**src/rtl/bt_uart_pkg.sv**
```systemverilog
// Shared types and constants for the Bluetooth UART transmitter.
package bt_uart_pkg;

    localparam int DEFAULT_CLKS_PER_BIT = 10417;
    localparam int DEFAULT_FIFO_DEPTH   = 4;
    localparam int DATA_BITS            = 8;
    // Wide enough for bit periods up to 2^20-1 clocks.
    localparam int BIT_CNT_W            = 20;

    localparam logic START_BIT = 1'b0;
    localparam logic STOP_BIT  = 1'b1;

    typedef logic [DATA_BITS-1:0] tx_byte_t;

    typedef enum logic [1:0] {
        ST_IDLE  = 2'd0,
        ST_START = 2'd1,
        ST_DATA  = 2'd2,
        ST_STOP  = 2'd3
    } tx_state_e;

endpackage

```
**src/rtl/bt_tx_fifo.sv**
```systemverilog
// Synchronous byte FIFO; pointers wrap naturally because DEPTH is a power of two.
module bt_tx_fifo
    import bt_uart_pkg::*;
#(
    parameter int DEPTH = DEFAULT_FIFO_DEPTH,
    localparam int PTR_W = (DEPTH > 1) ? $clog2(DEPTH) : 1,
    localparam int CNT_W = PTR_W + 1
) (
    input  logic             clk,
    input  logic             rst_n,
    input  logic             push,
    input  tx_byte_t         push_data,
    input  logic             pop,
    output tx_byte_t         pop_data,
    output logic [CNT_W-1:0] count,
    output logic             empty
);

    localparam logic [PTR_W-1:0] PTR_ONE   = 1;
    localparam logic [CNT_W-1:0] CNT_ONE   = 1;
    localparam logic [CNT_W-1:0] CNT_DEPTH = CNT_W'(DEPTH);

    tx_byte_t         mem_q [DEPTH];
    logic [PTR_W-1:0] wr_ptr_q, wr_ptr_d;
    logic [PTR_W-1:0] rd_ptr_q, rd_ptr_d;
    logic [CNT_W-1:0] count_q, count_d;
    logic             full;
    logic             push_ok;
    logic             pop_ok;

    always_comb begin
        full     = (count_q == CNT_DEPTH);
        empty    = (count_q == '0);
        push_ok  = push && !full;
        pop_ok   = pop && !empty;
        wr_ptr_d = wr_ptr_q;
        rd_ptr_d = rd_ptr_q;
        count_d  = count_q;
        if (push_ok) begin
            wr_ptr_d = wr_ptr_q + PTR_ONE;
        end
        if (pop_ok) begin
            rd_ptr_d = rd_ptr_q + PTR_ONE;
        end
        // Simultaneous push and pop leaves the occupancy unchanged.
        case ({push_ok, pop_ok})
            2'b10:   count_d = count_q + CNT_ONE;
            2'b01:   count_d = count_q - CNT_ONE;
            default: count_d = count_q;
        endcase
    end

    always_ff @(posedge clk or negedge rst_n) begin
        if (!rst_n) begin
            wr_ptr_q <= '0;
            rd_ptr_q <= '0;
            count_q  <= '0;
        end else begin
            wr_ptr_q <= wr_ptr_d;
            rd_ptr_q <= rd_ptr_d;
            count_q  <= count_d;
        end
    end

    always_ff @(posedge clk) begin
        if (push_ok) begin
            mem_q[wr_ptr_q] <= push_data;
        end
    end

    assign pop_data = mem_q[rd_ptr_q];
    assign count    = count_q;

endmodule

```
**src/rtl/bt_uart_tx.sv**
```systemverilog
// 8N1 UART transmitter for the Bluetooth module link, fed from a small byte FIFO.
//   state    | meaning
//   ST_IDLE  | line high, waiting for a buffered byte
//   ST_START | start bit (low) for one bit period
//   ST_DATA  | eight data bits, LSB first
//   ST_STOP  | stop bit (high); chains straight into ST_START if more bytes wait
module bt_uart_tx
    import bt_uart_pkg::*;
#(
    parameter int CLKS_PER_BIT = DEFAULT_CLKS_PER_BIT,
    parameter int FIFO_DEPTH   = DEFAULT_FIFO_DEPTH
) (
    input  logic                        clk,
    input  logic                        rst_n,
    input  logic [7:0]                  tx_data,
    input  logic                        tx_valid,
    output logic                        tx_ready,
    output logic                        Tx,
    output logic                        busy,
    output logic [$clog2(FIFO_DEPTH):0] fifo_count
);

    localparam int CNT_W  = $clog2(FIFO_DEPTH) + 1;
    localparam int BIDX_W = $clog2(DATA_BITS);

    localparam logic [BIT_CNT_W-1:0] BIT_CNT_LAST = BIT_CNT_W'(CLKS_PER_BIT - 1);
    localparam logic [BIT_CNT_W-1:0] BIT_CNT_ONE  = 1;
    localparam logic [BIDX_W-1:0]    BIDX_LAST    = BIDX_W'(DATA_BITS - 1);
    localparam logic [BIDX_W-1:0]    BIDX_ONE     = 1;
    localparam logic [CNT_W-1:0]     CNT_DEPTH    = CNT_W'(FIFO_DEPTH);

    tx_state_e            state_q, state_d;
    logic [BIT_CNT_W-1:0] cnt_q, cnt_d;
    logic [BIDX_W-1:0]    bidx_q, bidx_d;
    tx_byte_t             shift_q, shift_d;
    logic                 tx_q, tx_d;

    logic                 fifo_push;
    logic                 fifo_pop;
    logic                 fifo_empty;
    tx_byte_t             fifo_rdata;
    logic [CNT_W-1:0]     fifo_cnt;
    logic                 bit_last;

    assign tx_ready  = (fifo_cnt < CNT_DEPTH);
    assign fifo_push = tx_valid && tx_ready;

    bt_tx_fifo #(
        .DEPTH (FIFO_DEPTH)
    ) u_fifo (
        .clk       (clk),
        .rst_n     (rst_n),
        .push      (fifo_push),
        .push_data (tx_data),
        .pop       (fifo_pop),
        .pop_data  (fifo_rdata),
        .count     (fifo_cnt),
        .empty     (fifo_empty)
    );

    assign bit_last = (cnt_q == BIT_CNT_LAST);

    always_comb begin
        state_d  = state_q;
        cnt_d    = cnt_q;
        bidx_d   = bidx_q;
        shift_d  = shift_q;
        tx_d     = tx_q;
        fifo_pop = 1'b0;
        unique case (state_q)
            ST_IDLE: begin
                cnt_d  = '0;
                bidx_d = '0;
                tx_d   = STOP_BIT;
                if (!fifo_empty) begin
                    fifo_pop = 1'b1;
                    shift_d  = fifo_rdata;
                    tx_d     = START_BIT;
                    state_d  = ST_START;
                end
            end
            ST_START: begin
                if (bit_last) begin
                    cnt_d   = '0;
                    tx_d    = shift_q[0];
                    state_d = ST_DATA;
                end else begin
                    cnt_d = cnt_q + BIT_CNT_ONE;
                end
            end
            ST_DATA: begin
                if (bit_last) begin
                    cnt_d = '0;
                    if (bidx_q == BIDX_LAST) begin
                        bidx_d  = '0;
                        tx_d    = STOP_BIT;
                        state_d = ST_STOP;
                    end else begin
                        bidx_d  = bidx_q + BIDX_ONE;
                        shift_d = shift_q >> 1;
                        tx_d    = shift_q[1];
                    end
                end else begin
                    cnt_d = cnt_q + BIT_CNT_ONE;
                end
            end
            ST_STOP: begin
                if (bit_last) begin
                    cnt_d = '0;
                    // Chaining here avoids any idle gap between back-to-back frames.
                    if (!fifo_empty) begin
                        fifo_pop = 1'b1;
                        shift_d  = fifo_rdata;
                        tx_d     = START_BIT;
                        state_d  = ST_START;
                    end else begin
                        tx_d    = STOP_BIT;
                        state_d = ST_IDLE;
                    end
                end else begin
                    cnt_d = cnt_q + BIT_CNT_ONE;
                end
            end
            default: begin
                tx_d    = STOP_BIT;
                state_d = ST_IDLE;
            end
        endcase
    end

    always_ff @(posedge clk or negedge rst_n) begin
        if (!rst_n) begin
            state_q <= ST_IDLE;
            cnt_q   <= '0;
            bidx_q  <= '0;
            shift_q <= '0;
            tx_q    <= STOP_BIT;
        end else begin
            state_q <= state_d;
            cnt_q   <= cnt_d;
            bidx_q  <= bidx_d;
            shift_q <= shift_d;
            tx_q    <= tx_d;
        end
    end

    assign Tx         = tx_q;
    assign busy       = (state_q != ST_IDLE) || (fifo_cnt != '0);
    assign fifo_count = fifo_cnt;

endmodule
```
**config.mk**
```make
export PLATFORM = sky130hd
export DESIGN_NAME = bt_uart_tx
export DESIGN_NICKNAME = d
export VERILOG_FILES = /design/src/rtl/bt_uart_pkg.sv /design/src/rtl/bt_tx_fifo.sv /design/src/rtl/bt_uart_tx.sv
export SDC_FILE = /design/constraint.sdc
export NUM_CORES = 1
export LEC_CHECK = 0
export BUFFER_PORTS_ARGS = -buffer_cell sky130_fd_sc_hd__buf_2
export CORE_ASPECT_RATIO = 0.8
export CORE_MARGIN = 4
export CORE_UTILIZATION = 40
export CTS_CLUSTER_SIZE = 20
export DETAILED_ROUTE_END_ITERATION = 6
export GPL_ROUTABILITY_DRIVEN = 1
export GPL_TIMING_DRIVEN = 0
export PLACE_DENSITY = 0.52
export REMOVE_ABC_BUFFERS = 1
export SLEW_MARGIN = 20
export SYNTH_ARGS = -nofsm -noshare
export SYNTH_HDL_FRONTEND = slang
export SYNTH_HIERARCHICAL = 1
export SYNTH_SLANG_ARGS = --single-unit
export TNS_END_PERCENT = 20
```
**constraint.sdc**
```tcl
create_clock -name clk -period 3.6 [get_ports clk]
set_clock_uncertainty 0.15 [all_clocks]
set_input_delay 1.08 -clock clk [delete_from_list [all_inputs] [get_ports clk]]
set_output_delay 1.08 -clock clk [all_outputs]
set_load 0.05 [all_outputs]
```
==> results by group, run 1 <==
Synthesis
  • Post-synthesis instance total: 265
  • Largest area contributor in the synthesized netlist: dfrtp_1
  • Synth Area per Inst: 13.2 sq um
  • Seq cells post-synth: 73
  • Seq/Total Area, Yosys: 0.566
  • Yosys warns: 6
  • Top cells by area, synth: dfrtp_1, edfxtp_1, mux2_2
  • Cell Area, Synth: 3510 sq um
  • Ys flop type: dfrtp_1
  • Ys async rst share: 0.562
  • Top cell type's share of synthesized area: 0.285
  • Post-synth EDFFs: 32
  • Unique cell type count in the Yosys netlist: 49

Placement
  • Area post-placement: 3690 sq um
  • Port Buffer Count: 16
  • Worst slack at placement: 0.175 ns
  • Placed Cells: 386
  • DP HPWL: 4.22 mm
  • RD Place Congestion: 0.766

Cells and area
  • Filler cells: 778
  • Fin util: 0.458
  • Final Cell Area: 3900 sq um
  • Layout net count: 312
  • Area growth syn-to-layout: 11.2%
  • Share of cells above drive strength 1: 0.241
  • Final Non-Filler Cells: 402
  • Antenna cell count: 0

Timing
  • Max frequency: 302 MHz
  • Period utilisation layout: 0.921
  • Hold Vio Cnt, Final: 0
  • Final setup vio count: 0
  • Minimum clock period: 3.32 ns
  • Max Transition Viols Final: 0
  • Final WS setup: 0.284 ns
  • WHS: 0.356 ns
  • Unrepaired setup endpoints after global routing: false
  • TNS Setup: 0 ns
  • Worst-Margin Slew: 0.960 ns
  • Relative slew slack: 0.360

Die
  • Row Count: 30
  • Core area: 8520 sq um
  • DIE WIDTH: 113 microns
  • Ports: 17
  • Die area: 10300 sq um
  • DIE HEIGHT: 91.8 microns
  • Initial Util: 0.412

CTS
  • CTS Buf Count: 9
  • Clk slew on worst S/H paths: 0.08 ns
  • Clk sink count: 73
  • Clk buf depth: 2
  • H-tree levels: 3
  • Hold buffer count at CTS: 0
  • Root buf cell: clkbuf_8
  • Worst-Skew Late Latency: 0.35 ns
  • # Post-CTS Setup Buffers: 0
  • CTS tree: yes

Pwr
  • VDD IR max: 516 uV
  • Static leakage: 1.54 nW
  • Cell Pwr Density: 787 nW/um^2
  • Total power: 3.07 mW

Drt
  • Post-route ant nets: 0
  • Mean number of vias per cell: 5.15
  • DR pass1 iterations: 4
  • Total vias in the final route: 2071
  • Residual DRC: 0
  • Drt wl/cell: 15.8 microns
  • DRT iter0 DRCs: 74
  • Final WL: 6.36 mm

Critical path
  • Worst Setup End Kind: register
  • Startpoint Class: register
  • Slowest CP cell: dfrtp_1
  • Max stage delay on crit path: 0.42 ns
  • Critical path, cell by cell: inv_1, ha_1, and4bb_2, nand4b_1, nor2_4, a21oi_1, nor3_1, o31a_2, ha_1, inv_1, fa_1, xor2_1, nor2_1, xor2_1
  • CP max FO: 7
  • Critical path class: register to register
  • Worst EP arrival: 3.45 ns
  • CP Data Required Time: 3.73 ns

Global routing
  • Total grt overflow: 0
  • Initial antenna violation count: 0
  • First-pass GRT wire length: 10.8 mm
  • Largest net degree at the start of global routing: 42
  • Total GRT Usage: 0.134
  • Vias in the first global route: 2029

Status
  • Status: finished, final reports clean

Worst hold path
  • Hold Crit Class: register to register

Run
  • MaxCap Viol Count: 0
placed cells by master, fill, tap and decap left out, drive strengths merged, types with 6 or more instances in the layout:
master  count
xor2       11
o21ai       7
buf        16
nor2       26
mux4        8
clkbuf      9
mux2       18
nand3      12
xnor2      12
nor3        6
edfxtp     32
inv        18
ha         15
nand2       6
dfrtp      40
cell families (layout without fill, tap and decap cells):
| family | count (synthesis) | count (layout) | share of synthesized area |
|---|---|---|---|
| and+or+nand+nor | 80 | 80 | 0.124 |
| AOI/OAI and AO/OA | 24 | 24 | 0.0538 |
| adders and majority gates | 16 | 16 | 0.0592 |
| buffers and inverters | 22 | 47 | 0.0260 |
| muxes | 27 | 27 | 0.113 |
| xor gates and xnor gates | 23 | 23 | 0.0574 |
| DFF | 73 | 73 | 0.566 |
sequential cells by signal (all words and copies together) (netlist names):
| signal | count |
|---|---|
| bidx_q | 3 |
| u_fifo/count | 3 |
| shift_q | 8 |
| cnt_q | 20 |
| u_fifo/mem_q | 32 |
| state_q | 2 |
| Tx | 1 |
| u_fifo/rd_ptr_q | 2 |
| u_fifo/wr_ptr_q | 2 |
Yosys cell counts (2+ instances only):
master,n
mux4_2,8
nor3_1,6
nand3_1,12
xor2_1,11
inv_2,2
or3_1,4
and4_1,2
nand2_1,5
mux2_2,17
edfxtp_1,32
and2_1,5
nor2_1,26
ha_1,15
clkbuf_1,5
o21ai_0,7
nor4_1,3
a22o_1,3
inv_1,13
and3_1,2
nand4_1,3
nand2b_1,2
a21oi_1,4
xnor2_1,12
nor2b_1,2
dfrtp_1,40
critical path: cells and delay by family (launching register included):
family          cells  cell delay (ns)
fa+ha+maj           3             0.71
xor+xnor            2             0.31
simple gates        5             1.17
buf+inv             2             0.13
flops               1             0.42
compound gates      2             0.34
what timing repair did:
item / in CTS / in global routing
gates resized for setup: 0 / 2
endpoints found under the hold margin: 0 / 0
endpoints found under the setup margin: 0 / 1
worst paths after layout:
| check | cells past startpoint | to | slack [ns] | startpoint |
|---|---|---|---|---|
| setup reg to reg | 14 | u_fifo/count[2] | 0.28 | cnt_q[0] |
| min in group asynchronous | 1 | cnt_q[15] | 0.72 | rst_n |
| max in group asynchronous | 1 | shift_q[4] | 1.97 | rst_n |
| setup / recovery | 14 | u_fifo/count[2] | 0.28 | cnt_q[0] |
| hold / removal | 1 | shift_q[6] | 0.36 | shift_q[6] |
| hold reg to reg | 1 | shift_q[6] | 0.36 | shift_q[6] |
metal layers:
metal  routed length (microns)  track usage  vias up  part of all wire
met5                         0            0        -                 0
met4                        97       0.0541        0             0.015
met3                       182       0.0356       10             0.029
met2                      2600        0.180       29              0.41
met1                      3490        0.201     1034              0.55
li1                          -            -      998                 -
final cells by class:
type,instances,area [sq um],share of cell area
clock buffer,9,124,0.0317
clock inverter,7,76.3,0.0196
inverter,15,56.3,0.0144
multi-input combinational,170,1440,0.368
sequential,73,1990,0.509
tap,112,140,0.0359
timing repair buffer,16,80.1,0.0205
where the power goes:
group / switching (mW) / internal [mW]
Sequential: 0.181 / 1.07
Combinational: 0.625 / 0.540
Clock: 0.331 / 0.326
Total: 1.14 / 1.93
Note: power is estimated with default switching activity, not from simulation.
==> run 2: changes to the inputs <==
ABC_AREA = 1   (was default)
==> run 2 against run 1 <==
Compared with the run above: via count increased by 37%; first-iteration DRC count increased by 62%; cell area increased by 12%; critical path type unchanged; global-route usage increased by 1.9 points; sequential share of layout area decreased by 5.4 points; synthesized cell count increased by 69%; sequential power decreased by 4%; wire length increased by 22%; register-to-register slack improved by 0.18 ns; core utilization increased by 1.3 points; total power increased by 11%; sequential cell count unchanged; largest power group is now combinational logic.
==> results by group, run 2 <==
Timing
  • Hold Vio Cnt, Final: 0 (unchanged)
  • Max frequency: 319 MHz (was 302 MHz)
  • Relative slew slack: 0.431 (was 0.360)
  • Period utilisation layout: 0.871 (was 0.921)
  • Unrepaired setup endpoints after global routing: false (unchanged)
  • Minimum clock period: 3.13 ns (was 3.32 ns)
  • Final WS setup: 0.466 ns (was 0.284 ns)
  • TNS Setup: 0 ns (unchanged)
  • Final setup vio count: 0 (unchanged)
  • Worst-Margin Slew: 0.851 ns (was 0.960 ns)
  • Max Transition Viols Final: 0 (unchanged)

Placement
  • Worst slack at placement: 0.516 ns (was 0.175 ns)
  • DP HPWL: 5.53 mm (was 4.22 mm)
  • Area post-placement: 4060 sq um (was 3690 sq um)
  • Port Buffer Count: 16 (unchanged)
  • RD Place Congestion: 0.796 (was 0.766)

Critical path
  • Worst Setup End Kind: register (unchanged)
  • Worst R2R Path Depth: 19 (was 14)
  • CP max FO: 5 (was 7)
  • Startpoint Class: register (unchanged)
  • Reg-to-Reg End: u_fifo/count[2] (unchanged)
  • Critical path class: register to register (unchanged)
  • CP Data Required Time: 3.67 ns (was 3.73 ns)
  • R2R setup slack: 0.47 ns (was 0.28 ns)
  • Worst EP arrival: 3.21 ns (was 3.45 ns)
  • Reg2reg start: cnt_q[0] (unchanged)

Synthesis
  • Top cells by area, synth: dfrtp_1, edfxtp_1, nand2_1 (was dfrtp_1, edfxtp_1, mux2_2)
  • Cell with the most instances after synthesis: nand2_1 (was dfrtp_1)
  • Seq cells post-synth: 73 (unchanged)
  • Unique cell type count in the Yosys netlist: 34 (was 49)
  • Synth Area per Inst: 8.68 sq um (was 13.2 sq um)
  • Cell Area, Synth: 3890 sq um (was 3510 sq um)
  • Top cell type's share of synthesized area: 0.257 (was 0.285)
  • Ys async rst share: 0.562 (unchanged)
  • Ys flop type: dfrtp_1 (unchanged)
  • Post-synthesis instance total: 448 (was 265)
  • Post-synth EDFFs: 32 (unchanged)
  • Yosys warns: 6 (unchanged)
  • Largest area contributor in the synthesized netlist: dfrtp_1 (unchanged)
  • Seq/Total Area, Yosys: 0.511 (was 0.566)
  • Synth top cells by count: nand2_1, nor2_1, inv_1, dfrtp_1, nand3_1 (was dfrtp_1, edfxtp_1, nor2_1, mux2_2, ha_1)

Drt
  • Drt wl/cell: 13.2 microns (was 15.8 microns)
  • Total vias in the final route: 2834 (was 2071)
  • DRT iter0 DRCs: 120 (was 74)
  • Final WL: 7.78 mm (was 6.36 mm)
  • Residual DRC: 0 (unchanged)
  • DR pass1 iterations: 4 (unchanged)
  • Mean number of vias per cell: 4.82 (was 5.15)
  • Post-route ant nets: 0 (unchanged)

Pwr
  • Static leakage: 1.99 nW (was 1.54 nW)
  • VDD IR max: 633 uV (was 516 uV)
  • Sw frac: 0.410 (was 0.370)
  • Gate power share: 0.385 (was 0.379)
  • Psw: 1.40 mW (was 1.14 mW)
  • Clk network pwr share: 0.264 (was 0.214)
  • Cell Pwr Density: 784 nW/um^2 (was 787 nW/um^2)
  • Flop pwr share: 0.351 (was 0.406)
  • Internal: 2.02 mW (was 1.93 mW)

Die
  • Core area: 9270 sq um (was 8520 sq um)
  • DIE WIDTH: 118 microns (was 113 microns)
  • DIE HEIGHT: 96.2 microns (was 91.8 microns)
  • Row Count: 31 (was 30)
  • Initial Util: 0.419 (was 0.412)
  • Die area: 11400 sq um (was 10300 sq um)
  • Ports: 17 (unchanged)

CTS
  • Clk sink count: 73 (unchanged)
  • Clk buf depth: 2 (unchanged)
  • Root buf cell: clkbuf_16 (was clkbuf_8)
  • Post-CTS Resized: 0 (unchanged)
  • Hold buffer count at CTS: 0 (unchanged)
  • Clk slew on worst S/H paths: 0.06 ns (was 0.08 ns)
  • # Post-CTS Setup Buffers: 0 (unchanged)
  • Worst-Skew Late Latency: 0.33 ns (was 0.35 ns)
  • CTS Buf Count: 9 (unchanged)
  • H-tree levels: 3 (unchanged)
  • CTS tree: yes (unchanged)

Worst hold path
  • Hold Startpoint: cnt_q[0] (was shift_q[6])
  • WHS Endpoint: cnt_q[0] (was shift_q[6])
  • Hold path cells: 1 (unchanged)
  • Hold Crit Class: register to register (unchanged)

Cells and area
  • Share of cells above drive strength 1: 0.129 (was 0.241)
  • Largest registers: u_fifo/mem_q (32), cnt_q (20), shift_q (8) (unchanged)
  • Register with the most flip-flops: u_fifo/mem_q (unchanged)
  • Leading cell types in the layout, fill and taps excluded: nand2_1, nor2_1, inv_1 (was dfrtp_1, edfxtp_1, nor2_1)
  • Antenna cell count: 0 (unchanged)
  • Layout net count: 495 (was 312)
  • Final Cell Area: 4360 sq um (was 3900 sq um)
  • Area growth syn-to-layout: 12.2% (was 11.2%)
  • Fin util: 0.471 (was 0.458)
  • Commonest non-fill, non-tap cell in the layout: nand2_1 (was dfrtp_1)
  • Max FFs per register: 32 (unchanged)

Status
  • Status: finished, final reports clean (unchanged)

Global routing
  • Total grt overflow: 0 (unchanged)
  • Vias in the first global route: 2594 (was 2029)
  • Initial antenna violation count: 0 (unchanged)
  • First-pass GRT wire length: 13.4 mm (was 10.8 mm)
  • Largest net degree at the start of global routing: 42 (unchanged)
  • Total GRT Usage: 0.153 (was 0.134)

Run
  • MaxCap Viol Count: 0 (unchanged)
## run 2: power by group through the flow
stage / Combinational, mW / Clock (mW) / Sequential, mW
2_1_floorplan: 0.938 / 0 / 1.26
3_3_place_gp: 1.31 / 0 / 1.21
3_5_place_dp: 1.32 / 0 / 1.22
4_1_cts: 1.33 / 0.933 / 1.20
5_1_grt: 1.53 / 0.967 / 1.22
6_report: 1.32 / 0.904 / 1.20
## run 2: layer usage
layer,global-route usage,up-vias,share of wire
met5,0,-,0
met4,0.0488,0,0.0084
met3,0.0517,4,0.036
met2,0.203,32,0.40
met1,0.230,1316,0.56
li1,-,1482,-
## run 2: worst max-delay path, stage by stage (launching register included)
cell      delay (ns)
dfrtp_1         0.40
inv_1           0.15
ha_1            0.20
nand2_1         0.06
clkinv_1        0.04
nand2_1         0.05
nor2_2          0.19
nand2_1         0.12
nor2_4          0.16
nand2_1         0.07
a21boi_1        0.30
nand2_1         0.16
inv_1           0.09
ha_1            0.16
inv_1           0.06
fa_1            0.37
nand2_1         0.11
nand3_1         0.08
nand2_1         0.06
nand2_1         0.05
## run 2: worst max path at each step
stage | startpoint | end | slack (ns) | depth (start not counted)
6_report | cnt_q[0] | u_fifo/count[2] | 0.47 | 19
5_1_grt | cnt_q[0] | u_fifo/count[2] | 0.21 | 19
4_1_cts | cnt_q[0] | u_fifo/count[2] | 0.51 | 19
3_5_place_dp | cnt_q[0] | u_fifo/count[2] | 0.52 | 19
3_3_place_gp | cnt_q[0] | u_fifo/count[2] | 0.56 | 19
2_1_floorplan | u_fifo/count[2] | busy | 0.84 | 2
## run 2: cell type report
| type | count | area, sq um |
|---|---|---|
| Multi-Input combinational cell | 308 | 1620 |
| Clock inverter | 7 | 77.6 |
| Tap cell | 115 | 144 |
| Clock buffer | 9 | 225 |
| Fill cell | 891 | 4910 |
| Inverter | 60 | 225 |
| Sequential cell | 73 | 1990 |
| Timing Repair Buffer | 16 | 82.6 |
## run 2: stage by stage
step | hold slack, ns | std cells | power (mW)
after floorplan | 0.280 | 441 | 2.20
after global placement | 0.302 | 572 | 2.52
after detailed placement | 0.310 | 572 | 2.54
after CTS | 0.321 | 588 | 3.47
after global routing | 0.348 | 588 | 3.72
final | 0.317 | 588 | 3.42
## run 2: kinds of logic after synthesis
family / Yosys count / synth area share
DFF: 73 / 0.511
AOI/OAI and AO/OA: 24 / 0.0438
xor gates and xnor gates: 13 / 0.0293
adders and majority gates: 16 / 0.0534
and+or+nand+nor: 255 / 0.290
buffers and inverters: 67 / 0.0724
